## src/rtl/fruit_tmpl_sad.sv

```systemverilog
// -----------------------------------------------------------------------------
// fruit_tmpl_sad
//
// Template-matching stage placed directly after a fruit template ROM
// (2^ADDR_WIDTH x DATA_WIDTH, synchronous read, one-cycle latency). It drives
// the ROM address in lock-step with a downsampled feature stream, accumulates
// the sum of absolute differences (SAD) between feature and template, and at
// the end of the template emits a registered score plus a match flag.
//
// Optional build macro:
//   TMPL_DIFF_CLIP_EN  - when defined, each per-sample difference saturates at
//                        DIFF_CLIP before accumulation. Ports and latency are
//                        identical in both builds.
//
// Ports:
//   clk          in   single clock, rising edge
//   rst          in   asynchronous active-high reset
//   start        in   one-cycle pulse, begins a match run (honoured in IDLE only)
//   feat_data    in   [DATA_WIDTH]  feature sample
//   feat_valid   in   feat_data valid this cycle (no backpressure)
//   thresh       in   [SCORE_WIDTH] match threshold, sampled in DRAIN
//   rom_addr     out  [ADDR_WIDTH]  template ROM address (registered)
//   rom_data     in   [DATA_WIDTH]  ROM read data, one cycle after rom_addr
//   busy         out  high in RUN and DRAIN
//   score        out  [SCORE_WIDTH] final SAD, held until the next DONE
//   score_valid  out  one-cycle pulse in DONE
//   match        out  score <= thresh, updated together with score
// -----------------------------------------------------------------------------
module fruit_tmpl_sad #(
  parameter int ADDR_WIDTH  = 11,
  parameter int DATA_WIDTH  = 8,
  parameter int SCORE_WIDTH = 19,
  parameter int DIFF_CLIP   = 64
) (
  input  logic                   clk,
  input  logic                   rst,
  input  logic                   start,
  input  logic [DATA_WIDTH-1:0]  feat_data,
  input  logic                   feat_valid,
  input  logic [SCORE_WIDTH-1:0] thresh,
  output logic [ADDR_WIDTH-1:0]  rom_addr,
  input  logic [DATA_WIDTH-1:0]  rom_data,
  output logic                   busy,
  output logic [SCORE_WIDTH-1:0] score,
  output logic                   score_valid,
  output logic                   match
);

  // Elaboration-time sanity checks on the parameter set.
  if (DIFF_CLIP < 0) begin : g_bad_clip
    $error("fruit_tmpl_sad: DIFF_CLIP must be non-negative");
  end
  if (SCORE_WIDTH < ADDR_WIDTH + DATA_WIDTH) begin : g_bad_score_width
    $error("fruit_tmpl_sad: SCORE_WIDTH too small to hold N * (2^DATA_WIDTH - 1)");
  end

  typedef enum logic [1:0] {
    S_IDLE  = 2'd0,
    S_RUN   = 2'd1,
    S_DRAIN = 2'd2,
    S_DONE  = 2'd3
  } state_t;

  localparam logic [ADDR_WIDTH-1:0] LAST_IDX = '1;

  state_t                 r_state;
  state_t                 w_next_state;
  logic [ADDR_WIDTH-1:0]  r_idx;
  logic [DATA_WIDTH-1:0]  r_feat_q;
  logic                   r_pend;
  logic [SCORE_WIDTH-1:0] r_acc;
  logic [SCORE_WIDTH-1:0] r_score;
  logic                   r_match;

  logic                   w_accept;
  logic                   w_last;
  logic [DATA_WIDTH-1:0]  w_abs_diff;
  logic [DATA_WIDTH-1:0]  w_diff;
  logic [SCORE_WIDTH-1:0] w_sum;

  // A feature is only taken while RUN; IDLE/DRAIN/DONE ignore feat_valid.
  assign w_accept = (r_state == S_RUN) && feat_valid;
  assign w_last   = w_accept && (r_idx == LAST_IDX);

  // Compare first so the subtraction never wraps; result fits in DATA_WIDTH.
  assign w_abs_diff = (r_feat_q >= rom_data) ? (r_feat_q - rom_data)
                                             : (rom_data - r_feat_q);

`ifdef TMPL_DIFF_CLIP_EN
  // Saturate outliers (e.g. specular highlights). A ceiling above the sample
  // range never triggers, so the int compare avoids truncating DIFF_CLIP.
  assign w_diff = (int'(w_abs_diff) > DIFF_CLIP) ? DATA_WIDTH'(DIFF_CLIP)
                                                 : w_abs_diff;
`else
  assign w_diff = w_abs_diff;
`endif

  // rom_data pairs with feat_q only in the cycle after acceptance (pend set).
  assign w_sum = r_acc + (r_pend ? SCORE_WIDTH'(w_diff) : '0);

  // NOTE: every signal assigned in always_comb gets a default first, so no
  // path leaves it unassigned and no latch is inferred.
  always_comb begin
    w_next_state = r_state;
    unique case (r_state)
      S_IDLE:  if (start)  w_next_state = S_RUN;
      S_RUN:   if (w_last) w_next_state = S_DRAIN;
      S_DRAIN: w_next_state = S_DONE;
      S_DONE:  w_next_state = S_IDLE;
      default: w_next_state = S_IDLE;
    endcase
  end

  // NOTE: sequential state uses non-blocking assignments so every register
  // samples pre-edge values, independent of statement order.
  always_ff @(posedge clk or posedge rst) begin
    if (rst) begin
      r_state <= S_IDLE;
    end else begin
      r_state <= w_next_state;
    end
  end

  always_ff @(posedge clk or posedge rst) begin
    if (rst) begin
      r_idx    <= '0;
      r_feat_q <= '0;
      r_pend   <= 1'b0;
      r_acc    <= '0;
      r_score  <= '0;
      r_match  <= 1'b0;
    end else begin
      unique case (r_state)
        S_IDLE: begin
          if (start) begin
            r_idx  <= '0;
            r_acc  <= '0;
            r_pend <= 1'b0;
          end
        end
        S_RUN: begin
          r_pend <= w_accept;
          r_acc  <= w_sum;
          if (w_accept) begin
            r_feat_q <= feat_data;
            // Natural wrap to 0 after the last template index.
            r_idx    <= r_idx + 1'b1;
          end
        end
        S_DRAIN: begin
          // Fold in the final pending difference and publish the result.
          r_acc   <= w_sum;
          r_pend  <= 1'b0;
          r_score <= w_sum;
          r_match <= (w_sum <= thresh);
        end
        S_DONE: begin
        end
        default: begin
        end
      endcase
    end
  end

  assign rom_addr    = r_idx;
  assign busy        = (r_state == S_RUN) || (r_state == S_DRAIN);
  assign score_valid = (r_state == S_DONE);
  assign score       = r_score;
  assign match       = r_match;

endmodule

```

## config.mk

```make
export PLATFORM = sky130hd
export DESIGN_NAME = fruit_tmpl_sad
export DESIGN_NICKNAME = d
export VERILOG_FILES = /design/src/rtl/fruit_tmpl_sad.sv
export SDC_FILE = /design/constraint.sdc
export NUM_CORES = 1
export LEC_CHECK = 0
export ABC_AREA = 1
export CORE_ASPECT_RATIO = 1.4
export CORE_UTILIZATION = 56
export CTS_CLUSTER_SIZE = 30
export DETAILED_ROUTE_END_ITERATION = 8
export GPL_TIMING_DRIVEN = 0
export PLACE_DENSITY_LB_ADDON = 0.1
export SLEW_MARGIN = 20
export SYNTH_ARGS = -nofsm -noshare
export SYNTH_HDL_FRONTEND = slang
export SYNTH_SLANG_ARGS = --single-unit
```

## constraint.sdc

```tcl
create_clock -name clk -period 5 [get_ports clk]
set_input_delay 1 -clock clk [delete_from_list [all_inputs] [get_ports clk]]
set_output_delay 1 -clock clk [all_outputs]
set_load 0.02 [all_outputs]
```

==> results.cfg <==
[layout]
final_cell_mix = 224 x nand2_1, 110 x inv_1, 70 x clkdlybuf4s50_1, 61 x dfrtp_1, 44 x nand3_1
layout-drive-gt1-share_pct = 11.6
finalNetCount = 877
final_common_cell = nand2_1
antenna_cells = 0
area_delta_synth_final_pct = 27.9
instances_no_fill = 895

[logic_synthesis]
syn_nets = 783
syn_area_per_cell_um2 = 6.97
synth_top_family_by_area = simple AND/OR/NAND/NOR gates
ys_types = 41
synth_fa_ha_area_share_pct = 13.4
yosys_warnings = 0
synth_edf_count = 0
ys_seq_area_share_pct = 31.5
synth_compound_area_share_pct = 7.11
async_flop_share_pct = 100
synthMuxAreaShare_pct = 0
synthXorXnorAreaFrac_pct = 2.87
yosys.area_share.simple_pct = 35.2
netlist_area_mm2 = 0.00484
synth-main-ff-cell = dfrtp_1
yosys_register_bits = 61
synth_cells = 694

[power]
power.leakage_nw = 3.33
p_int_mw = 1.68
swShare_pct = 45.4
p_comb_share_pct = 56.0
power_frac_seq_pct = 22.6
switchingPower_mw = 1.40
ir_worst_vdd_v = 0.000316
p_per_area_mw_per_mm2 = 498
clock_power_share_pct = 21.4

[run]
drv_cap = 0

[timing]
tightest_slew_ps = 596
tns_ps = 0
fmax_mhz = 209
skew_ps = 5.16
max_slew_margin_pct = 60.3
setup_violations = 0
maxSlewViolCount = 0
min_period_over_period_pct = 95.9
min_period_ps = 4800
hold_viol = 0

[setup_path]
cp-end-kind = register
timing.rr.start = r_feat_q[0]
cp_slowest_stage_delay_ps = 560
crit_cells = 27
ff2ff_path_depth = 28
reg2reg_to = match
worst_setup_path_start_kind = input pin
criticalPathCategory = in -> reg
required_ps = 5270
crit_top_cell = nand2_1
crit_family = simple AND/OR/NAND/NOR gates
critPathMaxFanout = 7
r2r_slack_ps = 810
cp_num_buf_inv = 4
slowest_stage = clkdlybuf4s50_1
arrival_ps = 5060

[floorplanning]
start_util_pct = 58.7
die-width_um = 80.6
fp.dieArea_mm2 = 0.00902
fp-row-count = 39
die_y_um = 112
core-area_mm2 = 0.00825
pin_count = 72

[min_path]
hold_end = score[12]
worstHoldStart = score[12]
min_delay_path_depth = 2
hp-class = reg -> reg

[detailed_routing]
drcViolationCount = 0
drtAntennaViolNets = 0
viasPerCell = 5.28
wl_per_cell_um = 13.5
drt_iter0_markers = 314
dr.pass1.iters = 5
vias = 4725
drt-total-wl_mm = 12.0

[placed_design]
dpl.hpwl_mm = 8.95
place_inst = 868
place_congestion = 0.910
io_buffers = 71

[global_routing]
gr-total-overflow = 0
grt_usage_pct = 28.6
antenna_found_initial = 0
grt_max_degree = 54
grt_pass1_vias = 4735
grt_first_pass_wirelength_mm = 20.1

[clocking]
cts_buffer_depth = 2
clock-root-buffer = clkbuf_16
path_clk_slew_ps = 50
clk_latency_ps = 340
cts_max_level = 3
cts_sinks = 61
cts_buffers = 9
ctsHoldBuffers = 0
cts_tree = done

[outcome]
status = finished clean
==> cells in the mapped netlist, types with 2 or more instances <==
| cell type | instances | area share (%) |
|---|---|---|
| nand3_1 | 48 | 5.0 |
| nor3_1 | 9 | 0.93 |
| inv_2 | 3 | 0.23 |
| clkinv_1 | 3 | 0.23 |
| xnor2_1 | 3 | 0.54 |
| a21o_1 | 3 | 0.47 |
| buf_4 | 2 | 0.31 |
| buf_2 | 2 | 0.21 |
| nand2_4 | 2 | 0.47 |
| o21ai_0 | 26 | 2.7 |
| nand3_2 | 3 | 0.62 |
| a21oi_2 | 3 | 0.54 |
| xor2_1 | 11 | 2.0 |
| nor2_1 | 42 | 3.3 |
| inv_1 | 112 | 8.7 |
| nor2_4 | 2 | 0.47 |
| and2_1 | 4 | 0.52 |
| nor3b_1 | 4 | 0.62 |
| fa_1 | 3 | 1.2 |
| and2_4 | 2 | 0.36 |
| nor3_2 | 3 | 0.62 |
| ha_1 | 47 | 12 |
| nand4_1 | 13 | 1.7 |
| o21ai_1 | 4 | 0.41 |
| a21oi_1 | 18 | 1.9 |
| nand2_2 | 8 | 1.0 |
| o21ai_2 | 2 | 0.36 |
| clkbuf_1 | 3 | 0.23 |
| nand2_1 | 231 | 18 |
| dfrtp_1 | 61 | 32 |
| nor2_2 | 6 | 0.78 |
| o22ai_1 | 2 | 0.26 |
==> worst max path at each step <==
stage	startpoint	to	slack [ps]
finish	rom_data[1]	match	200
detailed placement	rom_data[1]	match	-360
floorplan	rom_data[0]	match	720
CTS	rom_data[1]	match	50
global placement	rom_data[0]	match	-180
global route	rom_data[1]	match	-50
==> metal layers <==
metal / vias up / global-route usage, % / part of all wire, %
met5: - / 0 / 0
met4: 0 / 10.5 / 3.1
met3: 38 / 6.39 / 4.2
li1: 2362 / - / -
met2: 142 / 52.8 / 52
met1: 2183 / 30.8 / 40
==> sequential cells by signal, summed over array words and instances, names as in the netlist <==
register  cells
r_acc        19
score        19
r_state       2
match         1
r_pend        1
r_feat_q      8
rom_addr     11
==> cell families after synthesis <==
family	count (synthesis)
buf+inv	125
flops	61
compound gates	61
simple gates	382
fa+ha+maj	50
xor+xnor	15
==> worst register-to-register path, delay by kind of cell, from the launching register on <==
kind	cells	cell delay, ps
and+or+nand+nor	17	1800
adders and majority gates	4	1260
AOI/OAI and AO/OA	3	380
DFF	1	370
buffers and inverters	4	310
==> power groups by stage <==
stage	registers [mW]	clock network, mW	logic [mW]
4_1_cts	0.696	0.661	1.63
5_1_grt	0.710	0.686	1.93
3_3_place_gp	0.696	0	1.56
6_report	0.697	0.658	1.72
2_1_floorplan	0.741	0	1.11
3_5_place_dp	0.703	0	1.62
==> cell type report <==
cell class              instances  area [um^2]
plain buffers                   7         36.3
clock buffers                  13          270
clock inverters                 3         42.5
fillers                       655         2060
inverters                     118          445
multi-input cells             509         2920
flip-flops and latches         61         1530
well taps                     102          128
repair buffers                 82          820
==> what timing repair did <==
| item | in CTS | in global routing |
|---|---|---|
| resized for setup | 1 | 25 |
| gates cloned | 0 | 1 |
| buffers inserted | 0 | 10 |
| pin swaps | 0 | 18 |
| endpoints found under the setup margin | 1 | 1 |
==> stage by stage <==
step / utilization [%] / setup WS (ps) / area, um^2 / total power, mW / hold slack, ps
after floorplan: - / 718 / 4840 / 1.85 / 453
after global placement: 68.9 / -176 / 5680 / 2.25 / 464
after detailed placement: 69.2 / -355 / 5710 / 2.32 / 465
after CTS: 73.0 / 48.5 / 6020 / 2.99 / 480
after global routing: 75.0 / -49.2 / 6190 / 3.32 / 491
final: 75.0 / 204 / 6190 / 3.08 / 476
(Power assumes the default switching activity.)
